File: src/rtl/centering_block.sv
// Mean-removal stage: buffers a frame of N four-channel samples, then replays them minus the per-channel mean.
// Latency: means registered in the single MEAN cycle m; centred samples valid m+2..m+N+1, DONE at m+N+1.
// No backpressure: output streams on consecutive cycles. GO is ignored while Cen_busy; X_valid only used in LOAD.
//
// Ports: CLK/RSTn (async active-low), GO start request, X_valid + X1..X4 raw samples,
//        Xcen1..Xcen4 + Xcen_valid centred output, Mean1..Mean4 frame means,
//        Cen_busy frame in progress, DONE one-cycle end-of-frame pulse.
module centering_block #(
    parameter int DW     = 16,
    parameter int N_LOG2 = 6
) (
    input  logic                 CLK,
    input  logic                 RSTn,
    input  logic                 GO,
    input  logic                 X_valid,
    input  logic signed [DW-1:0] X1,
    input  logic signed [DW-1:0] X2,
    input  logic signed [DW-1:0] X3,
    input  logic signed [DW-1:0] X4,
    output logic signed [DW-1:0] Xcen1,
    output logic signed [DW-1:0] Xcen2,
    output logic signed [DW-1:0] Xcen3,
    output logic signed [DW-1:0] Xcen4,
    output logic                 Xcen_valid,
    output logic signed [DW-1:0] Mean1,
    output logic signed [DW-1:0] Mean2,
    output logic signed [DW-1:0] Mean3,
    output logic signed [DW-1:0] Mean4,
    output logic                 Cen_busy,
    output logic                 DONE
);
    localparam int N  = 1 << N_LOG2;
    localparam int AW = DW + N_LOG2;   // accumulator wide enough for N full-scale samples

    typedef enum logic [1:0] {S_IDLE, S_LOAD, S_MEAN, S_OUT} state_t;

    state_t                r_state;
    state_t                w_next;
    logic [N_LOG2-1:0]     r_cnt;
    logic [N_LOG2:0]       r_rd_addr;  // MSB set means all N entries replayed (drain cycle)
    logic signed [AW-1:0]  r_acc  [4];
    logic signed [DW-1:0]  r_mean [4];
    logic signed [DW-1:0]  r_xcen [4];
    logic                  r_xcen_vld;
    logic                  r_busy;
    logic                  r_done;
    logic [4*DW-1:0]       r_buf  [N];

    logic signed [DW-1:0]  w_x    [4];
    logic [4*DW-1:0]       w_rd_word;
    logic signed [DW-1:0]  w_rd_x [4];
    logic signed [DW:0]    w_diff [4];
    logic signed [DW-1:0]  w_sat  [4];

    assign w_x[0] = X1;
    assign w_x[1] = X2;
    assign w_x[2] = X3;
    assign w_x[3] = X4;

    assign w_rd_word = r_buf[r_rd_addr[N_LOG2-1:0]];

    // Centre in DW+1 bits, then clamp back to DW bits.
    always_comb begin
        for (int i = 0; i < 4; i++) begin
            w_rd_x[i] = w_rd_word[i*DW +: DW];
            w_diff[i] = {w_rd_x[i][DW-1], w_rd_x[i]} - {r_mean[i][DW-1], r_mean[i]};
            w_sat[i]  = w_diff[i][DW-1:0];
            if (w_diff[i][DW] != w_diff[i][DW-1]) begin
                w_sat[i] = w_diff[i][DW] ? {1'b1, {(DW-1){1'b0}}} : {1'b0, {(DW-1){1'b1}}};
            end
        end
    end

    always_ff @(posedge CLK or negedge RSTn) begin
        if (!RSTn) r_state <= S_IDLE;
        else       r_state <= w_next;
    end

    always_comb begin
        w_next = r_state;
        case (r_state)
            S_IDLE: if (GO) w_next = S_LOAD;
            S_LOAD: if (X_valid && (&r_cnt)) w_next = S_MEAN;
            S_MEAN: w_next = S_OUT;
            S_OUT:  if (r_rd_addr[N_LOG2]) w_next = S_IDLE;
            default: w_next = S_IDLE;
        endcase
    end

    // Sample buffer carries no reset; its contents are meaningless until loaded.
    always_ff @(posedge CLK) begin
        if (r_state == S_LOAD && X_valid) r_buf[r_cnt] <= {X4, X3, X2, X1};
    end

    always_ff @(posedge CLK or negedge RSTn) begin
        if (!RSTn) begin
            r_cnt      <= '0;
            r_rd_addr  <= '0;
            r_xcen_vld <= 1'b0;
            r_busy     <= 1'b0;
            r_done     <= 1'b0;
            for (int i = 0; i < 4; i++) begin
                r_acc[i]  <= '0;
                r_mean[i] <= '0;
                r_xcen[i] <= '0;
            end
        end else begin
            r_xcen_vld <= 1'b0;
            r_done     <= 1'b0;
            case (r_state)
                S_IDLE: begin
                    if (GO) begin
                        r_cnt     <= '0;
                        r_rd_addr <= '0;
                        r_busy    <= 1'b1;
                        for (int i = 0; i < 4; i++) r_acc[i] <= '0;
                    end
                end
                S_LOAD: begin
                    if (X_valid) begin
                        r_cnt <= r_cnt + 1'b1;
                        for (int i = 0; i < 4; i++)
                            r_acc[i] <= r_acc[i] + {{N_LOG2{w_x[i][DW-1]}}, w_x[i]};
                    end
                end
                S_MEAN: begin
                    // Arithmetic shift floors toward minus infinity; result always fits DW bits.
                    for (int i = 0; i < 4; i++) r_mean[i] <= DW'(r_acc[i] >>> N_LOG2);
                    r_rd_addr <= '0;
                end
                S_OUT: begin
                    if (!r_rd_addr[N_LOG2]) begin
                        for (int i = 0; i < 4; i++) r_xcen[i] <= w_sat[i];
                        r_xcen_vld <= 1'b1;
                        r_done     <= &r_rd_addr[N_LOG2-1:0];
                        r_rd_addr  <= r_rd_addr + 1'b1;
                    end else begin
                        // Drain cycle: last sample and DONE are on the outputs now.
                        r_busy <= 1'b0;
                    end
                end
                default: ;
            endcase
        end
    end

    assign Xcen1      = r_xcen[0];
    assign Xcen2      = r_xcen[1];
    assign Xcen3      = r_xcen[2];
    assign Xcen4      = r_xcen[3];
    assign Mean1      = r_mean[0];
    assign Mean2      = r_mean[1];
    assign Mean3      = r_mean[2];
    assign Mean4      = r_mean[3];
    assign Xcen_valid = r_xcen_vld;
    assign Cen_busy   = r_busy;
    assign DONE       = r_done;

endmodule
File: config.mk
export PLATFORM = sky130hd
export DESIGN_NAME = centering_block
export DESIGN_NICKNAME = d
export VERILOG_FILES = /design/src/rtl/centering_block.sv
export SDC_FILE = /design/constraint.sdc
export NUM_CORES = 2
export LEC_CHECK = 0
export CORE_UTILIZATION = 54
export DETAILED_ROUTE_END_ITERATION = 8
export HOLD_SLACK_MARGIN = 0.1
export MAX_ROUTING_LAYER = met4
export PLACE_DENSITY = 0.7
export SYNTH_ARGS = -nofsm -noshare
export SYNTH_HDL_FRONTEND = slang
export SYNTH_SLANG_ARGS = --single-unit
File: constraint.sdc
create_clock -name CLK -period 9.92 [get_ports CLK]
set_clock_uncertainty 0.15 [all_clocks]
set_input_delay 0.992 -clock CLK [delete_from_list [all_inputs] [get_ports CLK]]
set_output_delay 0.992 -clock CLK [all_outputs]
set_load 0.02 [all_outputs]
Word level (Yosys, flattened, before mapping). Memories as Yosys holds them, arrays and structs flattened. Index checks and enable logic that the tools add are counted.

Flip-flop bits (word level): 234. Bits in writable memories: 4096. Bits of input ports: 68. Output and inout bits: 131. Logic and storage cells: 87. Memories kept: 1.

Memories: r_buf (depth 64, bits a word 64, rd ports 1, clocked after Yosys merged registers in 0, write ports 1, RTL line 47) `logic [4*DW-1:0] r_buf [N];`.

Add/subtract/negate cells: 10. Eq/ne operators: 12. Mux-type cells: 30. Bitwise logic cells: 1. Reductions and logical operators: 14.

Operators by type and width (count): $mux W88 (2); $pmux W88 S2 (1); $mux W16 (8); $add A22 B22 Y22 (4); $sub A16 B16 Y17 (4); $pmux W7 S3 (1); $mux W7 (2); $mux W6 (2); $pmux W6 S2 (1); $reduce_and A3 Y1 (4); $reduce_and A6 Y1 (2); $ne A2 B2 Y1 const B (5); $mux W1 (8); $pmux W2 S4 (1); $add A7 B1 Y7 const B (1); $add A6 B1 Y6 const B (1); $mux W2 (3); $eq A2 B2 Y1 const B (2); $ne A1 B1 Y1 (4); $reduce_and A2 Y1 (2); $reduce_bool A2 Y1 (2); $reduce_bool A3 Y1 (1); $eq A2 B1 Y1 const B (1); $logic_and A1 B1 Y1 (2); other kinds (3) (3).

Logic depth before layout (Yosys ltp).
Depth in word-level cells: 4. Gate-level depth with buffers: 20. Gate-level depth less buffers: 16.

Worst setup path before layout. Ideal clock, no wire load.

Path type: flip-flop to flip-flop. From: register r_rd_addr[0]. To: register r_xcen (netlist bit Xcen1[3]). Library setup time: 0.123 ns. Arrival time: 4.987 ns. Data required time: 9.647 ns. Setup slack: 4.661 ns. Stages on the path, launching flop included: 21. Buffers on the path: 4. Clock period less this slack: 5.259 ns. Path through: dfrtp_1 > buf_2 > buf_2 > buf_2 > mux4_2 > mux4_2 > mux4_2 > inv_1 > ha_1 > inv_1 > fa_1 > a21o_1 > a21oi_2 > o21ai_1 > a2111oi_2 > o41ai_2 > a41oi_1 > or2_1 > o21ai_2 > buf_6 > o221a_2.

Word-level cells in the longest chain between the ends: 4. Elaborated cells on any way between the ends: 5. Classes of those cells: add/sub: 1; eq/ne: 1; mux: 2; memory: 1.

RTL lines: from (decl) (RTL line 40) `logic [N_LOG2:0] r_rd_addr;`; from (signal assigned) (RTL line 136) `r_rd_addr <= r_rd_addr + 1'b1;`; $mem_v2 Z64 W64 (*); $sub A16 B16 Y17 (*) (RTL line 66) `w_diff[i] = {w_rd_x[i][DW-1], w_rd_x[i]} - {r_mean[i][DW-1], r_mean[i]};`; $mux W16 or $ne A1 B1 Y1 (tied branches) (RTL line 69, 68); $mux W16 (*) (RTL line 68) `if (w_diff[i][DW] != w_diff[i][DW-1]) begin`; to (signal, indexed assignment) (RTL line 105) `r_xcen[i] <= '0;`; to (decl) (RTL line 43) `logic signed [DW-1:0] r_xcen [4];`.

Mark *: on every way between the ends. The rest lies on a longest branch, timed or not. A chain may end at the register's enable or synchronous reset.

Worst setup path in the final report.
From: register r_rd_addr[1]. To: register r_xcen (netlist bit Xcen1[4]).

The elaborated chain is that of the path after synthesis.

==> summary.md <==
| Metric | Value |
|---|---|
| Worst IR Drop VDD | `0.000192 V` |
| Slew HR | `0.103` |
| CP max stage cell | `dfrtp_4` |
| Htree depth | `5` |
| Pre-Repair DR Iteration Count | `8` |
| # DRC | `3` |
| Seq/Total Area, Yosys | `0.754` |
| Tcrit/Tclk final | `0.694` |
| Core region area | `315000 um^2` |
| Synthesis-to-layout area growth | `12.7%` |
| Run status | `finished with violations` |
| Top cell by count, worst path | `mux4_2` |
| Chip Width | `564 um` |
| CTS tree | `yes` |
| Mapped cell area | `171000 um^2` |
| Clk Latency, worst-skew pair | `0.98 ns` |
| Final setup TNS | `0 ns` |
| Reg2reg end | `Xcen1[4]$_DFFE_PN0P_` |
| Post-synthesis register bit count | `4330` |
| Syn avg cell area | `22.3 um^2` |
| Max cap viols | `0` |
| Filler instances | `20900` |
| IO Count | `199` |
| Fin cells | `12700` |
| Ys flop type | `edfxtp_1` |
| Row count | `206` |
| Reg area | `129000 um^2` |
| Crit path max fanout | `52` |
| Synth Area in Adders | `0.0126` |
| Pins Over Slew Limit | `0` |
| Cells after synthesis | `7663` |
| Hold Path Sink | `r_buf[32][10]$_DFFE_PP_` |
| Worst Setup SP | `r_rd_addr[1]$_DFFE_PN0P_` |
| Hold path startpoint | `X1[10]` |
| Leading cell type in the layout, fill and taps excluded | `edfxtp_1` |
| Dpl hpwl | `244 mm` |
| Final nets | `8354` |
| Met2 GRT Util | `0.475` |
| Initial antenna violation count | `23` |
| Ratio of cells with drive above 1 in the final layout | `0.276` |
| R2R Setup Slk | `3.04 ns` |
| DP Cell Count | `11900` |
| Total congestion overflow | `0` |
| Final Setup Violations | `0` |
| Largest family of logic cells by synthesized area | `multiplexers` |
| Starting Density | `0.543` |
| Crit path time final | `6.88 ns` |
| Tot GR Track Use | `0.307` |
| Worst path cell trace | `buf_4 -> buf_4 -> mux4_2 -> mux4_2 -> mux4_2 -> ha_1 -> a21oi_2 -> o21ai_1 -> a2111oi_2 -> o41ai_2 -> a41oi_1 -> nor3b_1 -> a31oi_1 -> o221a_2` |
| IO buf count | `198` |
| Routing usage on met1 | `0.415` |
| FFs w/ async S/R, synth | `0.0540` |
| Failing checks | `DRC` |
| Library cells used by synthesis | `83` |
| FF-to-FF Start | `r_rd_addr[1]$_DFFE_PN0P_` |
| Final Hold Violating Endpoints | `0` |
| Hold WS | `0.246 ns` |
| Root buffer cell | `clkbuf_16` |
| Highest Clock Rate | `145 MHz` |
| Antenna-violating nets left | `0` |
| Leak | `0.0600 uW` |
| Worst Tran Pin Value | `1.34 ns` |
| Largest net degree at the start of global routing | `131` |
| Worst EP arrival | `7.63 ns` |
| Die Span Y | `564 um` |
| Hold path cells | `1` |
| HP Class | `primary input to flop` |
| Cell Pwr Density | `256 nW/um^2` |
| Vias | `86400` |
| Multiplexer area fraction after synthesis | `0.178` |
| First-pass GRT wire length | `657 mm` |
| First DRT Iteration DRCs | `13200` |
| CTS Sinks | `4330` |
| GR peak layer | `met2` |
| Synth Area in Compound Gates | `0.0217` |
| Post-CTS Setup Repair Bufs | `0` |
| GPL Wtd Cong | `0.896` |
| CP Data Required Time | `10.66 ns` |
| Clock buffer depth | `4` |
| CTS buffer count | `417` |
| R2R depth | `14` |
| Grt met3 use | `0.0562` |
| Unrepaired setup endpoints after global routing | `false` |
| Most frequent cells in the layout | `4096 x edfxtp_1, 1344 x mux4_2, 426 x clkbuf_16` |
| Clk slew on worst S/H paths | `0.06 ns` |
| Delay of the slowest critical-path stage | `0.96 ns` |
| Die Footprint | `319000 um^2` |
| Warnings, synthesis | `0` |
| Vias in the first global route | `85100` |
| Total Wirelength | `472 mm` |
| Crit path launch type | `flop` |
| Simple-Gate Fraction of Synth Area | `0.0161` |
| CP Capture Type | `flop` |
| Synthesized-area fraction occupied by xor and xnor cells | `0.00599` |
| Worst setup path class | `flop to flop` |
| Multi-input logic area | `40500 um^2` |
| Post-synth EDFFs | `4096` |
| Post-Syn Nets | `7894` |
| Vias per cell | `6.83` |
| DR WL/cell | `37.3 um` |
==> logic make-up (layout without fill, tap and decap cells) <==
logic type	after synthesis	in the layout
AO/OA/AOI/OAI	596	596
adder cells (fa/ha/maj)	168	168
flip-flops	4330	4330
multiplexers	1354	1354
other	0	23
AND/OR/NAND/NOR	621	621
XOR/XNOR	116	116
buffers and inverters	478	1290
==> where the power goes <==
part	total [uW]	internal, uW	leakage (uW)	switching [uW]
clock	15800	8980	0.00659	6860
combinational	12400	5700	0.0136	6720
sequential	21100	20600	0.0398	531
==> sequential cells by signal (all words and copies together) (netlist names) <==
register and cells:
Mean1 16, Xcen_valid 1, r_buf 4096, DONE 1
Mean2 16, r_state 2, r_rd_addr 7, Mean3 16
r_cnt 6, Mean4 16, Xcen2 16, Xcen4 16
Cen_busy 1, r_acc 88, Xcen3 16, Xcen1 16
==> how the worst max path moves through the flow <==
| stage | to | slack (ns) |
|---|---|---|
| after detailed placement | Xcen1[4]$_DFFE_PN0P_ | 3.14 |
| final | Xcen1[4]$_DFFE_PN0P_ | 3.04 |
| after CTS | Xcen1[4]$_DFFE_PN0P_ | 3.09 |
| after global routing | Xcen1[6]$_DFFE_PN0P_ | 2.72 |
| after global placement | Xcen3[11]$_DFFE_PN0P_ | 3.25 |
| after floorplan | Xcen1[3]$_DFFE_PN0P_ | 4.66 |
==> what timing repair did <==
item / CTS / global route
hold endpoints to repair: 109 / 0
resized for setup: 0 / 0
hold buffers: 1 / 0
==> synthesized netlist by cell type, types with 16 or more instances <==
cell type / number / area, um^2
a21o_1: 38 / 285
a21oi_1: 123 / 616
buf_1: 16 / 60.1
buf_2: 108 / 541
clkbuf_1: 238 / 893
dfrtp_1: 234 / 5860
edfxtp_1: 4096 / 123000
ha_1: 155 / 1940
inv_1: 108 / 405
mux4_2: 1344 / 30300
nand2_1: 267 / 1000
nand2b_1: 22 / 138
nand3_1: 36 / 180
nor2_1: 173 / 649
nor2b_1: 21 / 131
nor3_1: 27 / 135
o21a_1: 22 / 165
o21ai_0: 240 / 1200
o21bai_1: 17 / 128
xnor2_1: 57 / 499
xor2_1: 58 / 508
==> per-stage QoR <==
step	util	total power, uW	area [um^2]	setup slack (ns)
after detailed placement	0.568	33800	179000	3.14
after CTS	0.611	49500	192000	3.09
after floorplan	-	30000	171000	4.66
after global placement	0.568	33600	179000	3.25
after global routing	0.612	51000	192000	2.72
final	0.612	49400	192000	3.04
==> metal layers <==
layer  wire length [um]  vias up
li1                   -    33300
met1             172000    46200
met2             228000     5983
met3              52600      946
met4              18900        0
met5                  0        -
==> critical path, delay by kind of cell, from the launching register on <==
| family | cells | cell delay (ns) |
|---|---|---|
| compound gates | 7 | 2.34 |
| fa+ha+maj | 1 | 0.35 |
| buf+inv | 2 | 1.34 |
| flops | 1 | 0.96 |
| mux | 3 | 1.42 |
| simple gates | 1 | 0.17 |
==> area by class of cell <==
cell class | instances | area share
Sequential cell | 4330 | 0.670
Tap cell | 4160 | 0.0270
Timing Repair Buffer | 410 | 0.0197
Inverter | 109 | 0.00216
Clock inverter | 239 | 0.0124
Clock buffer | 532 | 0.0582
Antenna cell | 23 | 0.000299
Multi-Input combinational cell | 2855 | 0.211
No activity file was read; power rests on OpenSTA's default activity.
